`src/rtl/dmem_arbiter_pkg.sv`:
```
// Shared types for the data-memory arbiter: FSM state encoding, the per-requester
// access bundle and the lock counter width.
// Optional build macro used by the arbiter: DMEM_ARB_STATS_EN.
package dmem_arbiter_pkg;

    typedef logic [31:0] word_t;

    // Arbiter mode: free round-robin or held by a single owner for a burst
    typedef enum logic [0:0] {
        IDLE   = 1'b0,
        LOCKED = 1'b1
    } arb_state_t;

    // One requester's access as presented to the memory port
    typedef struct packed {
        word_t      addr;
        logic       read_enable;
        logic [3:0] write_mask;
        word_t      write_data;
    } arb_req_t;

    // Lock counter is a fixed 8-bit saturating counter
    localparam int LOCK_CNT_W = 8;

endpackage

```
`src/rtl/dmem_arbiter_if.sv`:
```
// Bundle of requester-side and memory-side signals of the data-memory arbiter.
// The arbiter connects through the slave modport; the environment (requesters
// plus memory) uses the master modport.
// With DMEM_ARB_STATS_EN defined, per-requester grant/wait counters are added.
interface dmem_arbiter_if #(
    parameter int NUM_REQ = 2
) ();
    import dmem_arbiter_pkg::*;

    // Requester side
    logic [NUM_REQ-1:0]             req_valid_i;
    logic [NUM_REQ-1:0]             req_lock_i;
    logic [NUM_REQ-1:0][31:0]       req_addr_i;
    logic [NUM_REQ-1:0]             req_read_enable_i;
    logic [NUM_REQ-1:0][3:0]        req_write_mask_i;
    logic [NUM_REQ-1:0][31:0]       req_write_data_i;
    logic [NUM_REQ-1:0]             req_ready_o;
    logic [NUM_REQ-1:0]             rsp_valid_o;
    word_t                          rsp_data_o;

    // Memory side
    word_t                          mem_addr_o;
    logic                           mem_read_enable_o;
    logic [3:0]                     mem_write_mask_o;
    word_t                          mem_write_data_o;
    word_t                          mem_read_data_i;

`ifdef DMEM_ARB_STATS_EN
    logic [NUM_REQ-1:0][31:0]       stats_grant_o;
    logic [NUM_REQ-1:0][31:0]       stats_wait_o;
`endif

    modport slave (
        input  req_valid_i,
        input  req_lock_i,
        input  req_addr_i,
        input  req_read_enable_i,
        input  req_write_mask_i,
        input  req_write_data_i,
        output req_ready_o,
        output rsp_valid_o,
        output rsp_data_o,
        output mem_addr_o,
        output mem_read_enable_o,
        output mem_write_mask_o,
        output mem_write_data_o,
`ifdef DMEM_ARB_STATS_EN
        output stats_grant_o,
        output stats_wait_o,
`endif
        input  mem_read_data_i
    );

    modport master (
        output req_valid_i,
        output req_lock_i,
        output req_addr_i,
        output req_read_enable_i,
        output req_write_mask_i,
        output req_write_data_i,
        input  req_ready_o,
        input  rsp_valid_o,
        input  rsp_data_o,
        input  mem_addr_o,
        input  mem_read_enable_o,
        input  mem_write_mask_o,
        input  mem_write_data_o,
`ifdef DMEM_ARB_STATS_EN
        input  stats_grant_o,
        input  stats_wait_o,
`endif
        output mem_read_data_i
    );

endinterface

```
`src/rtl/dmem_arbiter_rr_picker.sv`:
```
// Combinational round-robin picker: starting at ptr and moving upward modulo
// NUM_REQ, selects the first asserted bit of valid. Returns a one-hot grant,
// the winner index and a flag telling whether anything was selected.
module dmem_arbiter_rr_picker #(
    parameter int NUM_REQ = 2,
    parameter int IDX_W   = (NUM_REQ > 1) ? $clog2(NUM_REQ) : 1
) (
    input  logic [NUM_REQ-1:0] valid,
    input  logic [IDX_W-1:0]   ptr,
    output logic [NUM_REQ-1:0] grant,
    output logic [IDX_W-1:0]   idx,
    output logic               any
);

    // Rotating priority search; the first hit from ptr wins
    always_comb begin
        grant = '0;
        idx   = '0;
        any   = 1'b0;
        for (int k = 0; k < NUM_REQ; k++) begin
            logic [IDX_W-1:0] cand;
            cand = IDX_W'((int'(ptr) + k) % NUM_REQ);
            if (!any && valid[cand]) begin
                any         = 1'b1;
                idx         = cand;
                grant[cand] = 1'b1;
            end
        end
    end

endmodule

```
`src/rtl/dmem_arbiter.sv`:
```
// Data-memory arbiter: shares one synchronous-read memory port among NUM_REQ
// requesters with round-robin priority and an optional bounded burst lock.
// Grants and memory-port drive are combinational in the request cycle; read
// data returns to the granted requester on the following cycle.
// Build option: DMEM_ARB_STATS_EN adds per-requester grant and wait counters.
module dmem_arbiter
    import dmem_arbiter_pkg::*;
#(
    parameter int NUM_REQ  = 2,
    parameter int MAX_LOCK = 8
) (
    input  logic           clk_i,
    input  logic           reset_i,
    dmem_arbiter_if.slave  bus
);

    localparam int                    IDX_W      = (NUM_REQ > 1) ? $clog2(NUM_REQ) : 1;
    localparam logic [IDX_W-1:0]      LAST_IDX   = IDX_W'(NUM_REQ - 1);
    localparam logic [LOCK_CNT_W-1:0] MAX_LOCK_C = LOCK_CNT_W'(MAX_LOCK);
    // A limit of one grant means a lock can never extend past the first access
    localparam bit                    LOCK_EN    = (MAX_LOCK > 1);

    // Increment a requester index with wrap from the last requester to 0
    function automatic logic [IDX_W-1:0] next_idx(input logic [IDX_W-1:0] i);
        return (i == LAST_IDX) ? '0 : i + IDX_W'(1);
    endfunction

    // Lock counter increment that sticks at MAX_LOCK instead of wrapping
    function automatic logic [LOCK_CNT_W-1:0] sat_inc(input logic [LOCK_CNT_W-1:0] c);
        return (c >= MAX_LOCK_C) ? c : c + LOCK_CNT_W'(1);
    endfunction

    arb_state_t                 state, state_n;
    logic [IDX_W-1:0]           ptr, ptr_n;
    logic [IDX_W-1:0]           owner, owner_n;
    logic [LOCK_CNT_W-1:0]      lock_cnt, lock_cnt_n, lock_cnt_inc;
    logic [NUM_REQ-1:0]         rsp_vld_p1, rsp_vld_n;

    logic [NUM_REQ-1:0]         pick_grant;
    logic [IDX_W-1:0]           pick_idx;
    logic                       pick_any;

    logic [NUM_REQ-1:0]         grant;
    logic [IDX_W-1:0]           win_idx;
    logic                       win_any;

    arb_req_t [NUM_REQ-1:0]     reqs;
    arb_req_t                   sel;

    dmem_arbiter_rr_picker #(
        .NUM_REQ (NUM_REQ),
        .IDX_W   (IDX_W)
    ) u_picker (
        .valid (bus.req_valid_i),
        .ptr   (ptr),
        .grant (pick_grant),
        .idx   (pick_idx),
        .any   (pick_any)
    );

    // Gather each requester's access fields into one bundle per requester
    always_comb begin
        reqs = '0;
        for (int i = 0; i < NUM_REQ; i++) begin
            reqs[i].addr        = bus.req_addr_i[i];
            reqs[i].read_enable = bus.req_read_enable_i[i];
            reqs[i].write_mask  = bus.req_write_mask_i[i];
            reqs[i].write_data  = bus.req_write_data_i[i];
        end
    end

    assign lock_cnt_inc = sat_inc(lock_cnt);

    // Grant selection and next state for pointer, lock owner and lock counter
    always_comb begin
        state_n    = state;
        ptr_n      = ptr;
        owner_n    = owner;
        lock_cnt_n = lock_cnt;
        grant      = '0;
        win_idx    = pick_idx;
        win_any    = 1'b0;

        unique case (state)
            IDLE: begin
                if (pick_any) begin
                    grant   = pick_grant;
                    win_any = 1'b1;
                    ptr_n   = next_idx(pick_idx);
                    if (LOCK_EN && bus.req_lock_i[pick_idx]) begin
                        state_n    = LOCKED;
                        owner_n    = pick_idx;
                        lock_cnt_n = LOCK_CNT_W'(1);
                    end
                end
            end
            LOCKED: begin
                // Only the owner can be served; the exit cycle's access is still its own
                win_idx = owner;
                if (bus.req_valid_i[owner]) begin
                    grant      = NUM_REQ'(1) << owner;
                    win_any    = 1'b1;
                    lock_cnt_n = lock_cnt_inc;
                    if (!bus.req_lock_i[owner] || lock_cnt_inc >= MAX_LOCK_C) begin
                        state_n    = IDLE;
                        ptr_n      = next_idx(owner);
                        lock_cnt_n = '0;
                    end
                end else begin
                    state_n    = IDLE;
                    ptr_n      = next_idx(owner);
                    lock_cnt_n = '0;
                end
            end
            default: begin
                state_n = IDLE;
            end
        endcase

        // Nothing is granted while reset is held
        if (reset_i) begin
            grant   = '0;
            win_any = 1'b0;
        end
    end

    // Memory-port drive from the winner; quiet port when nothing is granted
    always_comb begin
        sel = reqs[win_idx];
        if (!win_any) begin
            sel = '0;
        end
        rsp_vld_n = sel.read_enable ? grant : '0;
    end

    assign bus.req_ready_o       = grant;
    assign bus.mem_addr_o        = sel.addr;
    assign bus.mem_read_enable_o = sel.read_enable;
    assign bus.mem_write_mask_o  = sel.write_mask;
    assign bus.mem_write_data_o  = sel.write_data;

    // Control state: FSM, round-robin pointer, lock owner/counter, read-return tag
    always_ff @(posedge clk_i) begin
        if (reset_i) begin
            state      <= IDLE;
            ptr        <= '0;
            owner      <= '0;
            lock_cnt   <= '0;
            rsp_vld_p1 <= '0;
        end else begin
            state      <= state_n;
            ptr        <= ptr_n;
            owner      <= owner_n;
            lock_cnt   <= lock_cnt_n;
            rsp_vld_p1 <= rsp_vld_n;
        end
    end

    // Read data arrives from memory one cycle after the grant; a reset in that
    // cycle suppresses the response.
    assign bus.rsp_valid_o = reset_i ? '0 : rsp_vld_p1;
    assign bus.rsp_data_o  = (|bus.rsp_valid_o) ? bus.mem_read_data_i : '0;

`ifdef DMEM_ARB_STATS_EN
    logic [NUM_REQ-1:0][31:0] grant_cnt;
    logic [NUM_REQ-1:0][31:0] wait_cnt;

    // Per-requester grant and wait-cycle counters, wrapping at 2^32
    always_ff @(posedge clk_i) begin
        if (reset_i) begin
            grant_cnt <= '0;
            wait_cnt  <= '0;
        end else begin
            for (int i = 0; i < NUM_REQ; i++) begin
                if (grant[i]) begin
                    grant_cnt[i] <= grant_cnt[i] + 32'd1;
                end
                if (bus.req_valid_i[i] && !grant[i]) begin
                    wait_cnt[i] <= wait_cnt[i] + 32'd1;
                end
            end
        end
    end

    assign bus.stats_grant_o = grant_cnt;
    assign bus.stats_wait_o  = wait_cnt;
`endif

endmodule

```
`src/flat_wrapper.sv`:
```
// flat-port wrapper written by rule: the top's interface ports become plain ports
module dmem_arbiter_flat import dmem_arbiter_pkg::*;
#(
    parameter int NUM_REQ  = 2,
    parameter int MAX_LOCK = 8
)
  (clk_i, reset_i, bus_req_valid_i, bus_req_lock_i, bus_req_addr_i, bus_req_read_enable_i, bus_req_write_mask_i, bus_req_write_data_i, bus_req_ready_o, bus_rsp_valid_o, bus_rsp_data_o, bus_mem_addr_o, bus_mem_read_enable_o, bus_mem_write_mask_o, bus_mem_write_data_o, bus_mem_read_data_i);
  dmem_arbiter_if #(.NUM_REQ(NUM_REQ)) bus_i ();
  input  logic clk_i;
  input  logic reset_i;
  input wire logic [$bits(bus_i.req_valid_i)-1:0] bus_req_valid_i;
  input wire logic [$bits(bus_i.req_lock_i)-1:0] bus_req_lock_i;
  input wire logic [$bits(bus_i.req_addr_i)-1:0] bus_req_addr_i;
  input wire logic [$bits(bus_i.req_read_enable_i)-1:0] bus_req_read_enable_i;
  input wire logic [$bits(bus_i.req_write_mask_i)-1:0] bus_req_write_mask_i;
  input wire logic [$bits(bus_i.req_write_data_i)-1:0] bus_req_write_data_i;
  output wire logic [$bits(bus_i.req_ready_o)-1:0] bus_req_ready_o;
  output wire logic [$bits(bus_i.rsp_valid_o)-1:0] bus_rsp_valid_o;
  output wire logic [$bits(bus_i.rsp_data_o)-1:0] bus_rsp_data_o;
  output wire logic [$bits(bus_i.mem_addr_o)-1:0] bus_mem_addr_o;
  output wire logic [$bits(bus_i.mem_read_enable_o)-1:0] bus_mem_read_enable_o;
  output wire logic [$bits(bus_i.mem_write_mask_o)-1:0] bus_mem_write_mask_o;
  output wire logic [$bits(bus_i.mem_write_data_o)-1:0] bus_mem_write_data_o;
  input wire logic [$bits(bus_i.mem_read_data_i)-1:0] bus_mem_read_data_i;
  assign bus_i.req_valid_i = bus_req_valid_i;
  assign bus_i.req_lock_i = bus_req_lock_i;
  assign bus_i.req_addr_i = bus_req_addr_i;
  assign bus_i.req_read_enable_i = bus_req_read_enable_i;
  assign bus_i.req_write_mask_i = bus_req_write_mask_i;
  assign bus_i.req_write_data_i = bus_req_write_data_i;
  assign bus_req_ready_o = bus_i.req_ready_o;
  assign bus_rsp_valid_o = bus_i.rsp_valid_o;
  assign bus_rsp_data_o = bus_i.rsp_data_o;
  assign bus_mem_addr_o = bus_i.mem_addr_o;
  assign bus_mem_read_enable_o = bus_i.mem_read_enable_o;
  assign bus_mem_write_mask_o = bus_i.mem_write_mask_o;
  assign bus_mem_write_data_o = bus_i.mem_write_data_o;
  assign bus_i.mem_read_data_i = bus_mem_read_data_i;
  dmem_arbiter #(.NUM_REQ(NUM_REQ), .MAX_LOCK(MAX_LOCK)) u_core (.clk_i(clk_i), .reset_i(reset_i), .bus(bus_i));
endmodule
```
`config.mk`:
```
export PLATFORM = sky130hd
export DESIGN_NAME = dmem_arbiter_flat
export DESIGN_NICKNAME = d
export VERILOG_FILES = /design/src/rtl/dmem_arbiter_pkg.sv /design/src/rtl/dmem_arbiter_if.sv /design/src/rtl/dmem_arbiter_rr_picker.sv /design/src/rtl/dmem_arbiter.sv /design/src/flat_wrapper.sv
export SDC_FILE = /design/constraint.sdc
export NUM_CORES = 1
export LEC_CHECK = 0
export ABC_AREA = 1
export CAP_MARGIN = 20
export CORE_ASPECT_RATIO = 0.6
export CORE_MARGIN = 8
export CORE_UTILIZATION = 24
export CTS_BUF_LIST = sky130_fd_sc_hd__clkbuf_4 sky130_fd_sc_hd__clkbuf_8 sky130_fd_sc_hd__clkbuf_16
export DETAILED_ROUTE_END_ITERATION = 16
export PLACE_DENSITY = 0.82
export SYNTH_ARGS = -nofsm -noshare
export SYNTH_HDL_FRONTEND = slang
export SYNTH_SLANG_ARGS = --single-unit
```
`constraint.sdc`:
```
create_clock -name clk_i -period 1.9 [get_ports clk_i]
set_input_delay 0.38 -clock clk_i [delete_from_list [all_inputs] [get_ports clk_i]]
set_output_delay 0.38 -clock clk_i [all_outputs]
set_load 0.05 [all_outputs]
```
==> results.toml <==
[sta]
hold_viol = 0
tightest_slew_ps = 408
setup_slack_ps = -526
fmax_mhz = 412
finalMaxSlewViolations = 0
slew_headroom = 0.728
period_share = 1.28
rsz0062_at_grt = "yes"
fin_crit_ps = 2430
fin_skew_ps = 2.52
setup_viol = 73

[layout]
final_common_cell = "clkdlybuf4s50_1"
fin_nets = 911
final_util = 0.949
area_growth_pct = 284
diodes = 0
layout_common_cells = "172 x clkdlybuf4s50_1, 95 x nor2_4, 84 x buf_12"
drive_gt1_frac = 0.484

[global_routing]
grt_start_max_net_pins = 33
grt_overflow = 0
grt_pass1_vias = 4876
track_usage = 0.331
antenna_found_initial = 0
grt_pass1_wl_um = 29300

[floorplan]
die_area_um2 = 11300
coreArea_um2 = 7880
die_x_um = 132
initial_core_util = 0.247
row_count = 25
fp.dieH_um = 85.8
io_pins = 281

[synth]
synth.distinct_cells = 21
yosys_warnings = 0
synthTopCellsByArea = "nor2_1 36%, o21ai_0 16%, dfxtp_1 13%"
synth_cells = 411
ys_ff_latch = 13
syn-cell-area_um2 = 1950
avgSynthCellArea_um2 = 4.74
synth_top_cell_by_area = "nor2_1"
synth_nets = 589
yosys.area.top_type_share = 0.361
seq_area_frac_synth = 0.134

[clock_network]
cts_hold_buffers = 0
path_clk_slew_ps = 50
htree_levels = 1
clk_path_buf_depth = 2
cts_tree = "yes"
clock_latency_ps = 250
clock-root-buffer = "clkbuf_16"
numCtsBuffers = 3
clock_sinks = 13

[setup_path]
cp_data_required_time_ps = 2010
path_class = "in2reg"
endpoint_kind = "flip-flop"
critPathSlowestCell = "clkdlybuf4s50_1"
cp.arrival_ps = 2540
slowest_delay_ps = 510
crit_path_start_kind = "input port"
critPathMostFrequentCell = "nand2_1"
rr_worst_depth = 9
crit_chain = "clkdlybuf4s50_1, inv_1, nand2_1, nand2_1, nor2_1, nand2_1, nor2_1, nand2_1, a21oi_1"
path_max_fanout = 2

[run_status]
violations = "setup timing"
status = "finished with violations"

[power]
ir_drop_mv = 0.349
power_leakage_nw = 3.09
p_per_area_nw_per_um2 = 540

[flow_run]
maxCapViolations = 0

[detailed_routing]
wirelength_um = 21900
drtPass1Iterations = 5
drtIter0Drc = 334
dr_total_vias = 4576
vias_per_cell = 5.45
avgRoutedWirePerCell_um = 26.1
ant_nets = 0
route.detailed.drc = 0

[placed_design]
port_buffers = 280
routabilityCongestion = 0.935
pre_cts_slack_ps = -734
dp_hpwl_um = 12700

[worst_hold_path]
hp-class = "in2reg"
min_path_cells = 3
[worst paths after layout]
path	slack, ps	startpoint	end
hold reg to reg	500	u_core.lock_cnt[4]	u_core.lock_cnt[4]
hold / removal	480	bus_req_valid_i[0]	u_core.rsp_vld_p1[0]
setup reg to reg	-440	u_core.owner	u_core.lock_cnt[1]
setup / recovery	-530	bus_req_lock_i[1]	u_core.lock_cnt[1]
[state kept, by name, indices dropped and copies added (netlist names)]
signal             flops
u_core.lock_cnt        8
u_core.rsp_vld_p1      2
u_core.owner           1
u_core.ptr             1
u_core.state           1
[layer usage]
metal | global-route usage | up-vias | routed length (um)
met2 | 0.630 | 409 | 10800
met5 | 0 | - | 0
met3 | 0.0817 | 149 | 2250
met1 | 0.330 | 2120 | 7100
li1 | - | 1898 | -
met4 | 0.180 | 0 | 1710
[through the flow]
stage / cell area (um^2) / cells / setup TNS [ps] / hold WS [ps] / total power [mW]
detailed placement: 6440 / 803 / -51500 / 433 / 3.00
finish: 7480 / 840 / -18910 / 480 / 4.04
floorplan: 2700 / 411 / 0 / 423 / 1.63
global route: 7480 / 840 / -20530 / 476 / 4.14
global placement: 6440 / 803 / -44710 / 429 / 2.96
CTS: 7340 / 834 / -9940 / 441 / 3.83
[cell usage after synthesis, drive strengths merged]
| cell | instances |
|---|---|
| inv | 55 |
| o21ai | 71 |
| a21oi | 8 |
| dfxtp | 13 |
| nand2 | 35 |
| nand3 | 9 |
| nor2 | 187 |
| o211ai | 1 |
| nand4 | 1 |
| buf | 14 |
| nor3 | 3 |
| ha | 2 |
| xnor2 | 1 |
| clkbuf | 11 |
[logic make-up after synthesis]
kind of cell             after synthesis  share of synthesized area
flip-flops                            13                      0.134
XOR/XNOR                               1                    0.00450
AND/OR/NAND/NOR                      235                      0.466
AO/OA/AOI/OAI                         80                      0.209
buffers and inverters                 80                      0.174
adder cells (fa/ha/maj)                2                     0.0129
[cell type report]
class / instances / area, um^2
Inverter: 55 / 211
Timing Repair Buffer: 342 / 4340
Clock buffer: 4 / 82.6
Tap cell: 108 / 135
Sequential cell: 13 / 267
Fill cell: 204 / 404
Multi-Input combinational cell: 318 / 2440
[report_power, final]
| part | leakage, nW | switching (mW) | internal (mW) |
|---|---|---|---|
| registers | 0.107 | 0.0160 | 0.287 |
| clock network | 0.0416 | 0.128 | 0.298 |
| logic | 2.94 | 1.78 | 1.53 |
[critical path, delay by kind of cell]
kind	cells	cell delay (ps)
buffers and inverters	2	610
AO/OA/AOI/OAI	1	390
AND/OR/NAND/NOR	6	1150
[timing repair]
item / 4_1_cts / 5_1_grt
resized for setup: 164 / 22
pin swaps: 17 / 12
endpoints found under the setup margin: 103 / 73
cloned: 10 / 1
endpoints found under the hold margin: 0 / 0
setup buffers: 17 / 5
(Power assumes the default switching activity.)
